<file path="config.mk">
export PLATFORM = sky130hd
export DESIGN_NAME = time_uart_tx
export DESIGN_NICKNAME = d
export VERILOG_FILES = /design/src/rtl/time_uart_tx.sv
export SDC_FILE = /design/constraint.sdc
export NUM_CORES = 1
export LEC_CHECK = 0
export ABC_AREA = 1
export CAP_MARGIN = 10
export CORE_MARGIN = 2
export CORE_UTILIZATION = 30
export CTS_CLUSTER_SIZE = 25
export DETAILED_ROUTE_END_ITERATION = 10
export GPL_ROUTABILITY_DRIVEN = 0
export PLACE_DENSITY = 0.51
export SLEW_MARGIN = 10
export SYNTH_ARGS = -nofsm -noshare
export SYNTH_HDL_FRONTEND = slang
export SYNTH_SLANG_ARGS = --single-unit
</file>
<file path="constraint.sdc">
create_clock -name clk -period 3.4 [get_ports clk]
set_input_delay 0.34 -clock clk [delete_from_list [all_inputs] [get_ports clk]]
set_output_delay 0.34 -clock clk [all_outputs]
set_load 0.1 [all_outputs]
</file>
<file path="src/rtl/time_uart_tx.sv">
// time_uart_tx: 16-deep FIFO feeding a UART 8N1 serializer paced by a 16x baud tick.
// Define TIME_UART_PARITY_EN to insert an even-parity bit (8E1).
module time_uart_tx #(
  parameter int DATA_WIDTH = 8,
  parameter int ADDR_WIDTH = 4,
  parameter int OVERSAMPLE = 16
) (
  input  logic                  clk,
  input  logic                  rst,
  input  logic                  push,
  input  logic [DATA_WIDTH-1:0] push_data,
  input  logic                  baud_tick,
  output logic                  full,
  output logic                  empty,
  output logic                  overflow,
  output logic                  tx,
  output logic                  tx_busy
);
  localparam int DEPTH = 2**ADDR_WIDTH;
  localparam int TW = $clog2(OVERSAMPLE);
  localparam int BW = $clog2(DATA_WIDTH);
  typedef enum logic [2:0] {
    IDLE,
    START,
    DATA,
`ifdef TIME_UART_PARITY_EN
    PARITY,
`endif
    STOP
  } state_t;
  logic [DATA_WIDTH-1:0] mem_q [DEPTH];
  logic [ADDR_WIDTH-1:0] wr_ptr_q, rd_ptr_q;
  logic [ADDR_WIDTH:0]   count_q, count_d;
  logic                  full_q, empty_q, overflow_q, tx_q;
  state_t                state_q;
  logic [TW-1:0]         tick_q;
  logic [BW-1:0]         bit_idx_q;
  logic [DATA_WIDTH-1:0] shift_q;
`ifdef TIME_UART_PARITY_EN
  logic                  parity_q;
`endif
  logic                  pop, wr_en, last_tick;
  // A full FIFO still accepts a push when a pop frees a slot in the same cycle
  always_comb begin
    pop = state_q == IDLE && !empty_q;
    wr_en = push && (!full_q || pop);
    count_d = count_q + (ADDR_WIDTH+1)'(wr_en) - (ADDR_WIDTH+1)'(pop);
    last_tick = baud_tick && tick_q == TW'(OVERSAMPLE-1);
  end
  always_ff @(posedge clk) begin
    if (wr_en) mem_q[wr_ptr_q] <= push_data;
  end
  always_ff @(posedge clk or posedge rst) begin
    if (rst) begin
      wr_ptr_q <= '0;
      rd_ptr_q <= '0;
      count_q <= '0;
      full_q <= 1'b0;
      empty_q <= 1'b1;
      overflow_q <= 1'b0;
    end else begin
      if (wr_en) wr_ptr_q <= wr_ptr_q + 1'b1;
      if (pop) rd_ptr_q <= rd_ptr_q + 1'b1;
      count_q <= count_d;
      full_q <= count_d == (ADDR_WIDTH+1)'(DEPTH);
      empty_q <= count_d == '0;
      if (push && full_q && !pop) overflow_q <= 1'b1;
    end
  end
  // Tick counter restarts on every transition since all exits happen on the last tick
  always_ff @(posedge clk or posedge rst) begin
    if (rst) begin
      state_q <= IDLE;
      tick_q <= '0;
      bit_idx_q <= '0;
      shift_q <= '0;
      tx_q <= 1'b1;
`ifdef TIME_UART_PARITY_EN
      parity_q <= 1'b0;
`endif
    end else begin
      if (state_q != IDLE && baud_tick) tick_q <= last_tick ? '0 : tick_q + 1'b1;
      case (state_q)
        IDLE: begin
          tx_q <= 1'b1;
          tick_q <= '0;
          if (pop) begin
            shift_q <= mem_q[rd_ptr_q];
`ifdef TIME_UART_PARITY_EN
            parity_q <= ^mem_q[rd_ptr_q];
`endif
            tx_q <= 1'b0;
            state_q <= START;
          end
        end
        START: if (last_tick) begin
          state_q <= DATA;
          bit_idx_q <= '0;
          tx_q <= shift_q[0];
        end
        DATA: if (last_tick) begin
          shift_q <= shift_q >> 1;
          if (bit_idx_q == BW'(DATA_WIDTH-1)) begin
`ifdef TIME_UART_PARITY_EN
            state_q <= PARITY;
            tx_q <= parity_q;
`else
            state_q <= STOP;
            tx_q <= 1'b1;
`endif
          end else begin
            bit_idx_q <= bit_idx_q + 1'b1;
            tx_q <= shift_q[1];
          end
        end
`ifdef TIME_UART_PARITY_EN
        PARITY: if (last_tick) begin
          state_q <= STOP;
          tx_q <= 1'b1;
        end
`endif
        STOP: if (last_tick) state_q <= IDLE;
        default: state_q <= IDLE;
      endcase
    end
  end
  assign full = full_q;
  assign empty = empty_q;
  assign overflow = overflow_q;
  assign tx = tx_q;
  assign tx_busy = state_q != IDLE;
endmodule

</file>
* Word level (Yosys, flattened, before mapping)
Memories as Yosys holds them, arrays and structs flattened.
Cells that the tools add are included.
** Storage, ports and cells
- Bits in writable memories :: 128
- Bits in registers :: 35
- Memories kept :: 1
- Word-level logic and storage cells :: 73
** Operators by class
- Mux-type cells :: 22
- Equal/unequal tests :: 12
- Reductions and logical operators :: 21
- Add/subtract/negate cells :: 6
** Memory list
- mem_q :: depth 16, width 8, rd ports 1, clocked after Yosys merged registers in 0, write ports 1, RTL line 31 : logic [DATA_WIDTH-1:0] mem_q [DEPTH];
** Operator list (number)
- two-way mux 3 bit :: 7
- two-way mux 8 bit :: 2
- case mux 8 bit (2 select lines) :: 1
- adder 4 x 1 -> 4 bit, second input constant :: 3
- two-way mux 4 bit :: 3
- inequality test 2 bit, second input constant :: 6
- case mux 3 bit (4 select lines) :: 1
- equality test 3 x 2 -> 1 bit, second input constant :: 2
- logical AND 1 bit :: 6
- two-way mux 1 bit :: 6
- case mux 3 bit (2 select lines) :: 1
- AND reduction 3 bit :: 2
- nonzero test 2 bit :: 3
- nonzero test 3 bit :: 2
- adder 5 x 1 -> 5 bit :: 1
- equality test 5 bit, second input constant :: 1
- logical NOT 5 bit :: 1
- AND reduction 5 bit :: 1
- subtractor 5 x 1 -> 5 bit :: 1
- equality test 4 bit, second input constant :: 1
- AND reduction 4 bit :: 1
- adder 3 x 1 -> 3 bit, second input constant :: 1
- equality test 3 x 1 -> 1 bit, second input constant :: 1
- equality test 3 bit, second input constant :: 1
- 4 further kinds :: 6

* Depth between registers and ports, before layout
Gate-level depths: netlist (run 1).
- Depth in word-level cells :: 7
- Gate-level depth with buffers :: 16
- Gate-level depth less buffers :: 16

* Worst setup path before layout (run 1)
Ideal clock, no wire load.
- Kind :: register to register
- Start point :: register state_q[0]
- End point :: register full_q, in the netlist full
- Buffers on the path :: 0
- Stages on the path, launching flop included :: 16
- Period minus slack after synthesis :: 2.843 ns
- Setup slack :: 0.557 ns
- Required time :: 3.333 ns
- Arrival :: 2.776 ns
- Cells stage by stage :: dfrtp_1 -> inv_1 -> ha_1 -> inv_4 -> nor2_8 -> inv_4 -> nand2_4 -> nand2_4 -> ha_1 -> inv_1 -> ha_1 -> inv_1 -> fa_1 -> o21ai_0 -> xor2_1 -> and3_1
** Between the ends
- Cells in the longest elaborated chain, start to end :: 7
** Ends and longest elaborated chain
- start: declaration :: RTL line 35 : state_t state_q;
- start signal: assignment :: RTL line 73 : state_q <= IDLE;
- start signal: assignment :: RTL line 93 : state_q <= START;
- start signal: assignment :: RTL line 97 : state_q <= DATA;
- logical NOT 3 bit * :: RTL line 45 : pop = state_q == IDLE && !empty_q;
- logical AND 1 bit * :: RTL line 45
- via pop :: RTL line 42 : logic pop, wr_en, last_tick;
- logical OR 1 bit :: RTL line 46 : wr_en = push && (!full_q || pop);
- logical AND 1 bit :: RTL line 46
- adder 5 x 1 -> 5 bit :: RTL line 47 : count_d = count_q + (ADDR_WIDTH+1)'(wr_en) - (ADDR_WIDTH+1)'(pop);
- subtractor 5 x 1 -> 5 bit * :: RTL line 47
- via count_d[4] :: RTL line 33 : logic [ADDR_WIDTH:0] count_q, count_d;
- equality test 5 bit * :: RTL line 65 : full_q <= count_d == (ADDR_WIDTH+1)'(DEPTH);
- end signal: assignment :: RTL line 65
- end: declaration :: RTL line 34 : logic full_q, empty_q, overflow_q, tx_q;
Mark *: on every way through the listed nets, which the timed path passes. The rest lies on a longest branch.
A chain may end at the register's enable or synchronous reset.

* Worst setup path after layout (run 1)
Same ends and word-level chain as after synthesis.

==> impl_metrics.env, run 1 <==
export IMPL_outcome="complete, no violations"
export IMPL_crit_end="full"
export IMPL_drv_cap=0
export IMPL_grt_overflow=0
export IMPL_core_um2=24110
export IMPL_final_setup_viol_count=0
export IMPL_crit_reg2reg_launch="state_q[0]"
export IMPL_synth_nets=739
export IMPL_synth_cell_types=39
export IMPL_tightest_slew_ns=1.180
export IMPL_reg2reg_depth=15
export IMPL_setup_tns_ns=0
export IMPL_drive_gt1_frac=0.07347
export IMPL_drt_iter0_markers=284
export IMPL_hp_class="input port to async pin"
export IMPL_crit_path_start_kind="flip-flop"
export IMPL_drtAntennaViolNets=0
export IMPL_cts_root_buffer="clkbuf_16"
export IMPL_fmax_mhz=343.9
export IMPL_period_needed_ns=2.907
export IMPL_antenna_cells=0
export IMPL_rows=57
export IMPL_netlist_area_um2=7284
export IMPL_clk_latency_ns=0.43
export IMPL_arrival_ns=3.27
export IMPL_crit_type="flip-flop to flip-flop"
export IMPL_yosys_warnings=0
export IMPL_first_pass_iters=4
export IMPL_met1_length_mm=7.369
export IMPL_yosys_top_cells_count="224 x nand2_1, 128 x edfxtp_1, 87 x nand3_1, 83 x inv_1, 50 x nor2_1"
export IMPL_synth_area_leader_cell="edfxtp_1"
export IMPL_synth_seq_area_share=0.6448
export IMPL_areaGrowthSynthToFinish_pct=14.91
export IMPL_wl_met2_mm=7.757
export IMPL_clkTransAtPathRegs_ns=0.06
export IMPL_power_total_mw=5.690
export IMPL_drv_slew=0
export IMPL_avgRoutedWirePerCell_um=15.11
export IMPL_dr_wl_met3_um=518
export IMPL_port_buffers=16
export IMPL_rsz0062_at_grt="no"
export IMPL_h_tree_depth=4
export IMPL_synth_edf_count=128
export IMPL_worst_clock_skew_ns=0.008029
export IMPL_fin_util=0.3472
export IMPL_power_leakage_nw=3.437
export IMPL_synthCells=709
export IMPL_worst_slack_ns=0.4925
export IMPL_cts_sinks=162
export IMPL_crit_required_ns=3.77
export IMPL_antenna_found_initial=0
export IMPL_drc=0
export IMPL_yosysTopAreaCellShare=0.5277
export IMPL_endpoint_kind="flip-flop"
export IMPL_power_density_nw_per_um2=679.8
export IMPL_ys_top_cells_by_area="edfxtp_1 53%, nand2_1 12%, dfrtp_1 11%"
export IMPL_num_nets_final=752
export IMPL_synth_seq_cells=162
export IMPL_dp_worst_setup_slack_ns=0.4314
export IMPL_grt_max_degree=69
export IMPL_max_slew_margin_rel=0.2124
export IMPL_grt_pass1_wl_mm=25.48
export IMPL_r2r_slack_ns=0.49
export IMPL_cts_resized_gates=0
export IMPL_grt_pass1_vias=4543
export IMPL_synthArstFlopShare=0.2099
export IMPL_fp_dieH_um=159.8
export IMPL_die_w_um=159.8
export IMPL_synth_area_per_cell_um2=10.27
export IMPL_vias_per_cell=4.339
export IMPL_timing_rr_end="full"
export IMPL_cts_tree="yes"
export IMPL_path_max_fanout=7
export IMPL_start_util=0.3022
export IMPL_startpoint="state_q[0]"
export IMPL_wirelength_mm=16.01
export IMPL_ios=17
export IMPL_top_layer_used="met4"
export IMPL_postCtsSetupRepairBufs=0
export IMPL_peakVddDrop_v=0.0004396
export IMPL_fin_crit_sh=0.8551
export IMPL_dp_hpwl_mm=10.09
export IMPL_yosysMostFrequentCell="nand2_1"
export IMPL_track_usage=0.1323
export IMPL_cts_buffer_depth=2
export IMPL_yosys_most_used_dff="edfxtp_1"
export IMPL_place_inst=1027
export IMPL_instances_no_fill=1059
export IMPL_cts_hold_fix_buffers=0
export IMPL_dieArea_um2=25540
export IMPL_numCtsBuffers=17
export IMPL_hold_viol=0
export IMPL_vias=4595
==> cells by family (layout without fill, tap and decap cells) <==
group | after synthesis | count (layout) | share of synthesized area
AOI/OAI and AO/OA | 31 | 31 | 0.02645
buffers and inverters | 117 | 143 | 0.06939
DFF | 162 | 162 | 0.6448
adders and majority gates | 18 | 18 | 0.03195
and+or+nand+nor | 371 | 371 | 0.2154
xor gates and xnor gates | 10 | 10 | 0.01202
==> cells in the final DEF, fill, tap and decap left out, types with 2 or more instances in the layout <==
cell             instances
nand2_1                224
edfxtp_1               128
nand3_1                 87
inv_1                   83
nor2_1                  50
dfrtp_1                 31
ha_1                    17
clkbuf_16               17
clkdlybuf4s50_1         15
o21ai_0                 13
xor2_1                   8
a21oi_1                  7
buf_4                    7
bufinv_16                5
inv_4                    3
clkinv_4                 3
clkinv_1                 2
nor2_4                   2
nand2_4                  2
xnor2_1                  2
o211ai_1                 2
a32o_1                   2
clkinv_2                 2
clkbuf_1                 2
dfstp_2                  2
==> power breakdown <==
part	leakage [nW]	internal (mW)	switching [mW]	total (mW)
logic	1.55	0.306	0.698	1.00
registers	1.58	2.46	0.142	2.60
clock network	0.307	1.30	0.778	2.08
total	3.44	4.07	1.62	5.69
==> sequential cells by signal, indices dropped and copies added, names as in the netlist <==
register,flops
empty,1
full,1
rd_ptr_q,4
count_q,5
wr_ptr_q,4
overflow,1
shift_q,8
tick_q,4
mem_q,128
tx,1
state_q,2
bit_idx_q,3
==> critical path: stages, from the launching register on <==
cell and delay, ns:
dfrtp_1 0.41, inv_1 0.09, ha_1 0.31, inv_4 0.10, nor2_8 0.15, inv_4 0.06, nand2_4 0.06, nand2_4 0.08
ha_1 0.28, inv_1 0.06, ha_1 0.15, inv_1 0.05, fa_1 0.39, o21ai_0 0.23, xor2_1 0.23, and3_1 0.18
==> worst min-delay path by stage <==
| stage | cells past startpoint | endpoint | slack (ns) | start |
|---|---|---|---|---|
| after floorplan | 1 | tick_q[3] | 0.44 | baud_tick |
| after global placement | 2 | shift_q[6] | 0.46 | shift_q[6] |
| after detailed placement | 2 | shift_q[0] | 0.47 | shift_q[0] |
| after CTS | 2 | tick_q[1] | 0.34 | rst |
| after global routing | 2 | tick_q[1] | 0.41 | rst |
| final | 2 | tick_q[1] | 0.33 | rst |
==> stage by stage <==
| stage | hold slack, ns | cell area, µm² |
|---|---|---|
| 6_report | 0.3329 | 8371 |
| 5_1_grt | 0.4130 | 8371 |
| 4_1_cts | 0.3399 | 8371 |
| 3_5_place_dp | 0.4657 | 7730 |
| 3_3_place_gp | 0.4645 | 7730 |
| 2_1_floorplan | 0.4383 | 7284 |
==> per-layer routing <==
metal / GRT usage / vias up
met2: 0.2178 / 61
li1: - / 2339
met3: 0.02831 / 24
met4: 0.05364 / 0
met1: 0.1705 / 2171
met5: 0 / -
==> area by class of cell <==
type / count / area (µm²)
Clock buffer: 19 / 432.9
Clock inverter: 13 / 207.7
Fill cell: 2483 / 15740
Inverter: 89 / 341.6
Multi-Input combinational cell: 430 / 2082
Sequential cell: 162 / 4698
Tap cell: 324 / 405.4
Timing Repair Buffer: 22 / 202.7
Power figures use the tool's default switching activity.
==> run 2, diff against run 1 <==
Settings changed: PLACE_DENSITY 0.51 to default.
==> impl_metrics.env, run 2 (synthesized netlist as in run 1, its figures left out) <==
export IMPL_outcome="complete, no violations"
export IMPL_dr_wl_met3_um=708
export IMPL_clkPwrFrac=0.335
export IMPL_drtAntennaViolNets=0
export IMPL_grt_pass1_vias=4708
export IMPL_drc=0
export IMPL_cts_resized_gates=0
export IMPL_reg2reg_depth=15
export IMPL_wl_met2_mm=7.604
export IMPL_antenna_cells=0
export IMPL_rsz0062_at_grt="no"
export IMPL_p_sw_mw=1.697
export IMPL_crit_type="flip-flop to flip-flop"
export IMPL_fin_util=0.3442
export IMPL_die_w_um=159.8
export IMPL_power_leakage_nw=3.411
export IMPL_sw_frac_of_total=0.3122
export IMPL_crit_chain="inv_1 -> ha_1 -> inv_4 -> nor2_8 -> inv_4 -> nand2_4 -> nand2_4 -> ha_1 -> inv_1 -> ha_1 -> inv_1 -> fa_1 -> o21ai_0 -> xor2_1 -> and3_1"
export IMPL_met1_length_mm=6.939
export IMPL_avgRoutedWirePerCell_um=14.64
export IMPL_setup_tns_ns=0
export IMPL_p_int_mw=3.738
export IMPL_grt_overflow=0
export IMPL_cts_sinks=162
export IMPL_endpoint_kind="flip-flop"
export IMPL_final_cell_mix="224 x nand2_1, 128 x edfxtp_1, 87 x nand3_1, 83 x inv_1, 50 x nor2_1"
export IMPL_p_comb_frac=0.185
export IMPL_worst_clock_skew_ns=0.008078
export IMPL_antenna_found_initial=0
export IMPL_hold_viol=0
export IMPL_drv_cap=0
export IMPL_vias_per_cell=4.460
export IMPL_instances_no_fill=1059
export IMPL_largest_reg_flops=128
export IMPL_cts_root_buffer="clkbuf_16"
export IMPL_dieArea_um2=25540
export IMPL_crit_required_ns=3.77
export IMPL_rows=57
export IMPL_dp_hpwl_mm=9.942
export IMPL_cts_tree="yes"
export IMPL_tightest_slew_ns=0.9695
export IMPL_drv_slew=0
export IMPL_fin_crit_sh=0.8573
export IMPL_areaGrowthSynthToFinish_pct=13.91
export IMPL_top_layer_used="met4"
export IMPL_ios=17
export IMPL_regMostFlops="mem_q"
export IMPL_dp_worst_setup_slack_ns=0.4415
export IMPL_track_usage=0.1284
export IMPL_vias=4723
export IMPL_hp_class="input port to async pin"
export IMPL_period_needed_ns=2.915
export IMPL_drt_iter0_markers=404
export IMPL_slowest_delay_ns=0.42
export IMPL_port_buffers=16
export IMPL_first_pass_iters=5
export IMPL_seqPwrFrac=0.479
export IMPL_peakVddDrop_v=0.0003663
export IMPL_postCtsSetupRepairBufs=0
export IMPL_cpMaxStageDelayCell="dfrtp_1"
export IMPL_fp_dieH_um=159.8
export IMPL_clk_latency_ns=0.43
export IMPL_crit_path_start_kind="flip-flop"
export IMPL_power_density_nw_per_um2=654.9
export IMPL_fmax_mhz=343.1
export IMPL_wirelength_mm=15.50
export IMPL_top_regs="mem_q x128, shift_q x8, count_q x5"
export IMPL_num_nets_final=752
export IMPL_worst_slack_ns=0.4851
export IMPL_clkTransAtPathRegs_ns=0.07
export IMPL_arrival_ns=3.29
export IMPL_grt_pass1_wl_mm=25.00
export IMPL_final_setup_viol_count=0
export IMPL_cts_buffer_depth=2
export IMPL_start_util=0.3022
export IMPL_path_max_fanout=7
export IMPL_final_common_cell="nand2_1"
export IMPL_cts_hold_fix_buffers=0
export IMPL_h_tree_depth=4
export IMPL_max_slew_margin_rel=0.3517
export IMPL_drive_gt1_frac=0.07619
export IMPL_grt_max_degree=69
export IMPL_place_inst=1027
export IMPL_numCtsBuffers=17
export IMPL_core_um2=24110
==> run 2: power by group through the flow <==
stage	combinational, mW	sequential [mW]	clock (mW)
5_1_grt	1.13	2.63	1.95
6_report	1.01	2.61	1.82
3_5_place_dp	1.02	2.65	0
3_3_place_gp	1.01	2.64	0
2_1_floorplan	0.592	2.79	0
4_1_cts	1.02	2.61	1.86
==> run 2: path summary, 6_finish.rpt <==
| check | start | end | slack [ns] |
|---|---|---|---|
| hold reg to reg | overflow | overflow | 0.49 |
| setup / recovery | state_q[0] | full | 0.49 |
| setup reg to reg | state_q[0] | full | 0.49 |
| hold / removal | rst | tick_q[2] | 0.42 |
| max in group asynchronous | rst | rd_ptr_q[0] | 2.25 |
| min in group clk | overflow | overflow | 0.49 |
==> run 2: routing by layer <==
metal	global-route usage	up-vias
li1	-	2346
met1	0.1626	2247
met2	0.2151	111
met3	0.03143	19
met4	0.04464	0
met5	0	-
==> run 2: through the flow <==
stage | power (mW) | cell area [µm²] | hold slack (ns)
after floorplan | 3.379 | 7284 | 0.4383
after global placement | 3.649 | 7730 | 0.4634
final | 5.434 | 8298 | 0.4227
after CTS | 5.491 | 8298 | 0.4637
after detailed placement | 3.671 | 7730 | 0.4662
after global routing | 5.716 | 8298 | 0.5000
==> run 2: area by class of cell <==
cell class                 count  area [µm²]
clock inverter                15       142.6
timing repair buffer          22       202.7
sequential                   162        4698
multi-input combinational    430        2082
fill                        2495       15810
inverter                      89       341.6
clock buffer                  17       425.4
tap                          324       405.4
==> run 2: worst max-delay path, delay by kind of cell (launching register included) <==
family | cells | cell delay, ns
AO/OA/AOI/OAI | 1 | 0.21
XOR/XNOR | 1 | 0.22
adder cells (fa/ha/maj) | 4 | 1.17
buffers and inverters | 5 | 0.38
flip-flops | 1 | 0.42
AND/OR/NAND/NOR | 4 | 0.46
==> run 3, diff against run 2 <==
Settings changed: SETUP_SLACK_MARGIN from default to 0.3.
==> impl_metrics.env, run 3 (synthesized netlist as in run 1, its figures left out) <==
export IMPL_cts_tree="yes"
export IMPL_drv_cap=0
export IMPL_rows=57
export IMPL_power_leakage_nw=3.410
export IMPL_num_nets_final=752
export IMPL_place_inst=1027
export IMPL_slowest_delay_ns=0.42
export IMPL_die_w_um=159.8
export IMPL_start_util=0.3022
export IMPL_hp_class="input port to async pin"
export IMPL_rsz0062_at_grt="no"
export IMPL_seqPwrFrac=0.479
export IMPL_tightest_slew_ns=0.9695
export IMPL_top_regs="mem_q x128, shift_q x8, count_q x5"
export IMPL_drc=0
export IMPL_crit_path_start_kind="flip-flop"
export IMPL_endpoint_kind="flip-flop"
export IMPL_timing_rr_end="full"
export IMPL_avgRoutedWirePerCell_um=14.67
export IMPL_arrival_ns=3.21
export IMPL_drt_iter0_markers=396
export IMPL_first_pass_iters=5
export IMPL_setup_tns_ns=0
export IMPL_fin_crit_sh=0.8334
export IMPL_vias=4718
export IMPL_power_density_nw_per_um2=655.6
export IMPL_finalInstanceArea_um2=8300
export IMPL_reg2reg_depth=15
export IMPL_clkPwrFrac=0.336
export IMPL_vias_per_cell=4.455
export IMPL_period_needed_ns=2.833
export IMPL_clk_latency_ns=0.44
export IMPL_crit_chain="inv_1 -> ha_2 -> inv_4 -> nor2_8 -> inv_4 -> nand2_4 -> nand2_4 -> ha_1 -> inv_1 -> ha_1 -> inv_1 -> fa_1 -> o21ai_0 -> xor2_1 -> and3_1"
export IMPL_dp_hpwl_mm=9.942
export IMPL_r2r_slack_ns=0.57
export IMPL_drtAntennaViolNets=0
export IMPL_postCtsSetupRepairBufs=0
export IMPL_antenna_found_initial=0
export IMPL_drv_slew=0
export IMPL_grt_pass1_wl_mm=25.00
export IMPL_ios=17
export IMPL_numCtsBuffers=17
export IMPL_placed_cell_area_um2=7730
export IMPL_grt_max_degree=69
export IMPL_max_slew_margin_rel=0.3517
export IMPL_outcome="complete, no violations"
export IMPL_peakVddDrop_v=0.0003705
export IMPL_final_setup_viol_count=0
export IMPL_final_cell_mix="224 x nand2_1, 128 x edfxtp_1, 87 x nand3_1, 83 x inv_1, 50 x nor2_1"
export IMPL_fmax_mhz=352.9
export IMPL_crit_reg2reg_launch="state_q[0]"
export IMPL_clkTransAtPathRegs_ns=0.07
export IMPL_cts_root_buffer="clkbuf_16"
export IMPL_final_common_cell="nand2_1"
export IMPL_drive_gt1_frac=0.07755
export IMPL_areaGrowthSynthToFinish_pct=13.95
export IMPL_h_tree_depth=4
export IMPL_core_um2=24110
export IMPL_path_max_fanout=7
export IMPL_crit_buf_inv=5
export IMPL_largest_reg_flops=128
export IMPL_cts_buffer_depth=2
export IMPL_crit_top_cell="inv_1"
export IMPL_wirelength_mm=15.54
export IMPL_p_sw_mw=1.704
export IMPL_antenna_cells=0
export IMPL_grt_overflow=0
export IMPL_cts_sinks=162
export IMPL_crit_required_ns=3.78
export IMPL_p_comb_frac=0.185
export IMPL_port_buffers=16
export IMPL_grt_pass1_vias=4708
export IMPL_crit_type="flip-flop to flip-flop"
export IMPL_hold_viol=0
export IMPL_dieArea_um2=25540
export IMPL_sw_frac_of_total=0.3132
export IMPL_worst_clock_skew_ns=0.009744
export IMPL_cpMaxStageDelayCell="dfrtp_1"
export IMPL_fp_dieH_um=159.8
export IMPL_p_int_mw=3.737
export IMPL_track_usage=0.1284
export IMPL_cp_top_family="adder cells"
export IMPL_regMostFlops="mem_q"
export IMPL_instances_no_fill=1059
==> run 3: how the worst max path moves through the flow <==
stage	startpoint	end	slack [ns]	cells past startpoint
floorplan	state_q[0]	full	0.56	15
global placement	state_q[0]	full	0.56	15
detailed placement	state_q[0]	full	0.44	15
CTS	state_q[0]	full	0.46	15
global route	state_q[1]	full	0.36	15
finish	state_q[0]	full	0.57	15
==> run 3: final cells by class <==
class	count	area (µm²)
inverter	89	341.6
timing repair buffer	22	202.7
tap	324	405.4
fill	2495	15810
clock buffer	17	425.4
sequential	162	4698
multi-input combinational	430	2085
clock inverter	15	142.6
==> run 3: metal layers <==
metal / vias to the layer above / GRT usage / wire length (µm)
li1: 2345 / - / -
met1: 2252 / 0.1626 / 7069
met2: 103 / 0.2151 / 7612
met3: 18 / 0.03143 / 607
met4: 0 / 0.04464 / 250
met5: - / 0 / 0
==> run 3: timing repair <==
action	4_1_cts	5_1_grt
endpoints found under the setup margin	0	2
hold buffers	0	0
gates resized for setup	0	1
==> run 3: worst reg2reg max path, stage by stage, from the launching register on <==
cell and delay [ns]:
dfrtp_1 0.42, inv_1 0.11, ha_2 0.27, inv_4 0.08, nor2_8 0.14, inv_4 0.06
nand2_4 0.06, nand2_4 0.08, ha_1 0.29, inv_1 0.06, ha_1 0.16, inv_1 0.06
fa_1 0.39, o21ai_0 0.21, xor2_1 0.22, and3_1 0.17
==> run 3: per-stage QoR <==
stage,utilization,setup WS (ns),power [mW],hold slack (ns)
floorplan,-,0.5573,3.379,0.4383
finish,0.3443,0.5665,5.441,0.4208
detailed placement,0.3207,0.4415,3.671,0.4662
CTS,0.3442,0.4579,5.491,0.4637
global route,0.3443,0.3595,5.715,0.5000
global placement,0.3207,0.5564,3.649,0.4634
==> run 3: power groups by stage <==
stage	logic, mW	clock network, mW	registers (mW)
2_1_floorplan	0.592	0	2.79
5_1_grt	1.13	1.95	2.63
3_3_place_gp	1.01	0	2.64
4_1_cts	1.02	1.86	2.61
3_5_place_dp	1.02	0	2.65
6_report	1.01	1.83	2.60
